$ cat src/rtl/csr_file.sv
// csr_file: machine-mode CSR file with 64-bit cycle/instret counters and a forwarded read port
`ifndef REG_BUS
`define REG_BUS 32
`endif
`ifndef CSR_ADDR_BUS
`define CSR_ADDR_BUS 12
`endif
module csr_file (
    input  logic                     clk,
    input  logic                     rst_n,
    input  logic                     excp_csr_we_i,
    input  logic [`CSR_ADDR_BUS-1:0] excp_csr_waddr_i,
    input  logic [`REG_BUS-1:0]      excp_csr_wdata_i,
    input  logic                     exu_csr_we_i,
    input  logic [`CSR_ADDR_BUS-1:0] exu_csr_waddr_i,
    input  logic [`REG_BUS-1:0]      exu_csr_wdata_i,
    input  logic [`CSR_ADDR_BUS-1:0] csr_raddr_i,
    output logic [`REG_BUS-1:0]      csr_rdata_o,
    input  logic                     inst_retire_i,
    input  logic                     timer_irq_i,
    output logic [`REG_BUS-1:0]      csr_mtvec_o,
    output logic [`REG_BUS-1:0]      csr_mepc_o,
    output logic [`REG_BUS-1:0]      csr_mstatus_o
);
    logic                     we, wr_ok;
    logic [`CSR_ADDR_BUS-1:0] waddr;
    logic [`REG_BUS-1:0]      wdata, wval, rd;
    logic [`REG_BUS-1:0]      mstatus_q, mstatus_d, mie_q, mie_d, mtvec_q, mtvec_d;
    logic [`REG_BUS-1:0]      mscratch_q, mscratch_d, mepc_q, mepc_d;
    logic [`REG_BUS-1:0]      mcause_q, mcause_d, mtval_q, mtval_d;
    logic [63:0]              mcycle_q, mcycle_d, minstret_q, minstret_d;
    always_comb begin
        we    = excp_csr_we_i | exu_csr_we_i;
        waddr = excp_csr_we_i ? excp_csr_waddr_i : exu_csr_waddr_i;
        wdata = excp_csr_we_i ? excp_csr_wdata_i : exu_csr_wdata_i;
        wval  = waddr == 12'h300 ? (wdata & 32'h0000_0088) | 32'h0000_1800 :
                waddr == 12'h304 ? wdata & 32'h0000_0080 :
                (waddr == 12'h305 || waddr == 12'h341) ? wdata & ~32'h3 : wdata;
        wr_ok = we && (waddr inside {12'h300, 12'h304, 12'h305, 12'h340, 12'h341, 12'h342,
                                     12'h343, 12'hB00, 12'hB80, 12'hB02, 12'hB82});
        mstatus_d  = (wr_ok && waddr == 12'h300) ? wval : mstatus_q;
        mie_d      = (wr_ok && waddr == 12'h304) ? wval : mie_q;
        mtvec_d    = (wr_ok && waddr == 12'h305) ? wval : mtvec_q;
        mscratch_d = (wr_ok && waddr == 12'h340) ? wval : mscratch_q;
        mepc_d     = (wr_ok && waddr == 12'h341) ? wval : mepc_q;
        mcause_d   = (wr_ok && waddr == 12'h342) ? wval : mcause_q;
        mtval_d    = (wr_ok && waddr == 12'h343) ? wval : mtval_q;
        // A half-write freezes the other half for that edge: no increment, no carry
        mcycle_d   = (wr_ok && waddr == 12'hB00) ? {mcycle_q[63:32], wval} :
                     (wr_ok && waddr == 12'hB80) ? {wval, mcycle_q[31:0]} : mcycle_q + 64'd1;
        minstret_d = (wr_ok && waddr == 12'hB02) ? {minstret_q[63:32], wval} :
                     (wr_ok && waddr == 12'hB82) ? {wval, minstret_q[31:0]} :
                     minstret_q + {63'd0, inst_retire_i};
        case (csr_raddr_i)
            12'h300: rd = mstatus_q;
            12'h301: rd = 32'h4000_1100;
            12'h304: rd = mie_q;
            12'h305: rd = mtvec_q;
            12'h340: rd = mscratch_q;
            12'h341: rd = mepc_q;
            12'h342: rd = mcause_q;
            12'h343: rd = mtval_q;
            12'h344: rd = {24'h0, timer_irq_i, 7'h0};
            12'hB00: rd = mcycle_q[31:0];
            12'hB80: rd = mcycle_q[63:32];
            12'hB02: rd = minstret_q[31:0];
            12'hB82: rd = minstret_q[63:32];
            default: rd = '0;
        endcase
        csr_rdata_o = (wr_ok && waddr == csr_raddr_i) ? wval : rd;
    end
    always_ff @(posedge clk or negedge rst_n) begin
        if (!rst_n) begin
            mstatus_q  <= 32'h0000_1800;
            mie_q      <= '0;
            mtvec_q    <= '0;
            mscratch_q <= '0;
            mepc_q     <= '0;
            mcause_q   <= '0;
            mtval_q    <= '0;
            mcycle_q   <= '0;
            minstret_q <= '0;
        end else begin
            mstatus_q  <= mstatus_d;
            mie_q      <= mie_d;
            mtvec_q    <= mtvec_d;
            mscratch_q <= mscratch_d;
            mepc_q     <= mepc_d;
            mcause_q   <= mcause_d;
            mtval_q    <= mtval_d;
            mcycle_q   <= mcycle_d;
            minstret_q <= minstret_d;
        end
    end
    assign csr_mtvec_o   = mtvec_q;
    assign csr_mepc_o    = mepc_q;
    assign csr_mstatus_o = mstatus_q;
endmodule

$ cat config.mk
export PLATFORM = sky130hd
export DESIGN_NAME = csr_file
export DESIGN_NICKNAME = d
export VERILOG_FILES = /design/src/rtl/csr_file.sv
export SDC_FILE = /design/constraint.sdc
export NUM_CORES = 1
export LEC_CHECK = 0
export ABC_CLOCK_PERIOD_IN_PS = 4400
export CORE_MARGIN = 5
export CORE_UTILIZATION = 45
export DETAILED_ROUTE_END_ITERATION = 6
export GPL_TIMING_DRIVEN = 0
export PLACE_DENSITY = 0.66
export SLEW_MARGIN = 10
export SYNTH_ARGS = -nofsm -noshare
export SYNTH_HDL_FRONTEND = slang
export SYNTH_SLANG_ARGS = --single-unit
$ cat constraint.sdc
create_clock -name clk -period 4.4 [get_ports clk]
set_input_delay 0.88 -clock clk [delete_from_list [all_inputs] [get_ports clk]]
set_output_delay 0.88 -clock clk [all_outputs]
set_load 0.005 [all_outputs]
==> metrics.md <==
| Metric | Value |
|---|---|
| Max Cap Viol | 0 |
| Worst VDD drop | 0.286 mV |
| Status | finished with violations |
| Yosys warnings | 0 |
| Synth Instances | 2215 |
| Placed Area | 0.0231 mm² |
| Crit Path Max Fanout | 10 |
| Slew @ Worst Pin | 1320 ps |
| Die Width | 220 µm |
| CP endpoint kind | primary output |
| Clk Latency, worst-skew pair | 610 ps |
| Post-Place Setup Slack | -2170 ps |
| Clock Sink Count | 352 |
| Share of layout cells above drive strength 1 | 17.5% |
| Pleak | 10.8 nW |
| FMAX | 221 MHz |
| Worst-path clk slew | 60 ps |
| Rel. slew slack | 11.2% |
| Area occupied by multi-input gates | 0.0117 mm² |
| Final setup margin | -117 ps |
| Sequential power share | 42.4% |
| Final period util | 103% |
| Die ar. | 0.0485 mm² |
| Failing checks | design-rule violations, negative setup slack |
| Final net count | 2664 |
| Largest cells by area after synthesis | dfrtp_1 44%, o21ai_0 6.0%, nand2_1 6.0% |
| Part of the power in the clock network | 45.0% |
| Avg Cell Area, Syn | 8.98 µm² |
| Crit path kind | primary input to primary output |
| Number of buffers created by CTS | 41 |
| Power share of the combinational group | 12.6% |
| Post-route cell area | 0.0268 mm² |
| Clock Skew | 20.4 ps |
| Chip height | 220 µm |
| Maximum clock path buffer count | 3 |
| Synth Flop Type | dfrtp_1 |
| Top-area cell type share of the netlist area | 44.0% |
| Setup violators final | 9 |
| Seq cells post-synth | 352 |
| Initial DRT Pass Iterations | 7 |
| CTS tree | built |
| Via density | 7.12 |
| Total track usage | 45.4% |
| Vias in the first global route | 21500 |
| First-pass GRT wire length | 158000 µm |
| Post-layout util | 60.9% |
| Slew Viols, Final | 0 |
| Worst setup SP type | primary input |
| Number of remaining DRC errors | 9 |
| First DRT Iteration DRCs | 3781 |
| WL/cell | 35.5 µm |
| Port bufs | 229 |
| Sw Ratio | 28.7% |
| GP Congestion | 1.05 |
| Starting Density | 45.3% |
| Initial antenna violation count | 5 |
| Number of flops mapped to enable cells by yosys | 0 |
| Psw | 2.36 mW |
| Antenna Violating Nets Remaining | 0 |
| Pin count of the biggest net entering global routing | 111 |
| Filler cells | 3755 |
| Overflow after GRT | 0 |
| HP Class | primary input to async pin |
| Cell taking the most area after synthesis | dfrtp_1 |
| Fin crit period | 4520 ps |
| Area Overhead vs Synth | 34.6% |
| Synth Net Count | 2324 |
| Root buffer cell | clkbuf_16 |
| FF/Latch Area | 0.00881 mm² |
| Routed via count | 22700 |
| Syn Std Cell Area | 0.0199 mm² |
| IO Pins | 234 |
| Pwr Density | 307 mW/mm² |
| Pint | 5.86 mW |
| Dpl hpwl | 81500 µm |
| Yosys cell types | 80 |
| Post-Route WL | 113000 µm |
| H-tree levels | 2 |
| Ys async rst share | 100% |
| Worst EP arrival | 3640 ps |
| Row Count | 77 |
| Core Footprint | 0.0439 mm² |
| Fin. Hold Viols | 0 |
| Seq/Total Area, Yosys | 44.3% |
| WP data required | 3520 ps |
[what timing repair did]
action                                  CTS  global route
gates resized for setup                 421            74
pin swaps                                22            19
hold buffers                              0             0
setup buffers                            47            13
gates cloned                              2             2
endpoints found under the setup margin   32            28
[cell families after synthesis]
kind of cell	after synthesis	share of synthesized area, %
AND/OR/NAND/NOR	844	21.3
AO/OA/AOI/OAI	679	22.4
flip-flops	352	44.3
buffers and inverters	187	3.91
multiplexers	137	7.36
XOR/XNOR	13	0.573
adder cells (fa/ha/maj)	3	0.189
[metrics by stage]
stage	power [mW]	TNS, ps	hold WS (ps)	instances
after floorplan	3.83	0	442	2215
final	8.22	-281	45.8	3182
after global placement	4.35	-4759260	457	3036
after CTS	8.10	-420	56.3	3164
after global routing	8.36	-762	52.0	3179
after detailed placement	4.38	-68750	467	3045
[registers in the layout, summed over array words and instances, names as in the netlist]
name / count
csr_mepc_o: 32
csr_mstatus_o: 32
mie_q: 32
mscratch_q: 32
mtval_q: 32
minstret_q: 64
mcause_q: 32
csr_mtvec_o: 32
mcycle_q: 64
[cell type report]
class / count / share of cell area (%)
Multi-Input combinational cell: 1676 / 43.7
Sequential cell: 352 / 32.9
Timing Repair Buffer: 302 / 11.2
Clock buffer: 64 / 4.65
Buffer: 149 / 3.69
Tap cell: 592 / 2.77
Clock inverter: 11 / 0.626
Inverter: 33 / 0.463
Antenna cell: 3 / 0.0280
[path summary, 6_finish.rpt]
path / depth (start not counted) / start / slack, ps / end
worst max-delay path: 10 / csr_raddr_i[1] / -120 / csr_rdata_o[31]
worst min-delay path: 1 / rst_n / 50 / csr_mstatus_o[6]
worst max register to register: 7 / minstret_q[11] / 950 / minstret_q[57]
worst min register to register: 2 / mtval_q[11] / 480 / mtval_q[11]
max in group asynchronous: 3 / rst_n / 3090 / mcycle_q[55]
min in group clk: 2 / mtval_q[11] / 480 / mtval_q[11]
[cells in the mapped netlist (all sizes together), types with 36 or more instances]
cell type / instances
nand4: 36
a22oi: 70
clkbuf: 113
dfrtp: 350
a221oi: 47
nor4: 44
mux2: 51
and2: 46
a21oi: 103
mux2i: 85
buf: 41
nand3: 62
a211oi: 49
o21ai: 241
nor3: 94
nand2: 318
nor2: 106
[per-layer routing]
layer  global-route usage (%)  vias up  share of wire, %
met5                        0        -             0.030
met4                     29.6        6               8.5
met3                     16.5      557                14
met2                     64.9     1908                42
met1                     57.8    11100                36
li1                         -     9045                 -
[power groups by stage]
stage	Combinational (mW)	Sequential [mW]	Clock [mW]
after CTS	0.966	3.47	3.67
after floorplan	0.365	3.46	0
after global routing	1.06	3.49	3.81
after detailed placement	0.848	3.53	0
after global placement	0.815	3.53	0
final	1.03	3.49	3.70
[cell usage in the layout (no fill, tap or decap), types with 19 or more instances in the layout]
cell type	netlist	routed
nor3_1	89	81
nor4_1	40	34
o22ai_1	27	19
dlygate4sd2_1	0	38
and3_1	35	33
o21ai_0	240	234
mux2i_1	83	51
nand4_1	36	36
a32o_1	22	22
mux2i_4	1	24
nand3_1	62	59
clkdlybuf4s50_1	0	169
a22oi_1	70	65
nand2_8	0	21
clkbuf_1	112	88
a211oi_1	49	48
buf_2	30	29
nor2b_1	29	29
nor2_1	104	93
and2_1	45	45
buf_4	4	64
nand2_1	318	284
dfrtp_1	350	350
a21oi_1	103	102
inv_1	33	33
mux2_2	51	50
clkbuf_16	0	46
a221oi_1	47	44
[critical path, stage by stage]
cell,delay (ps)
clkdlybuf4s15_1,310
buf_6,250
nor4_4,480
buf_8,220
clkbuf_8,230
a22oi_1,150
o22ai_4,260
nor3_2,90
mux2i_4,200
clkdlybuf4s50_1,540
Power figures use the tool's default switching activity.
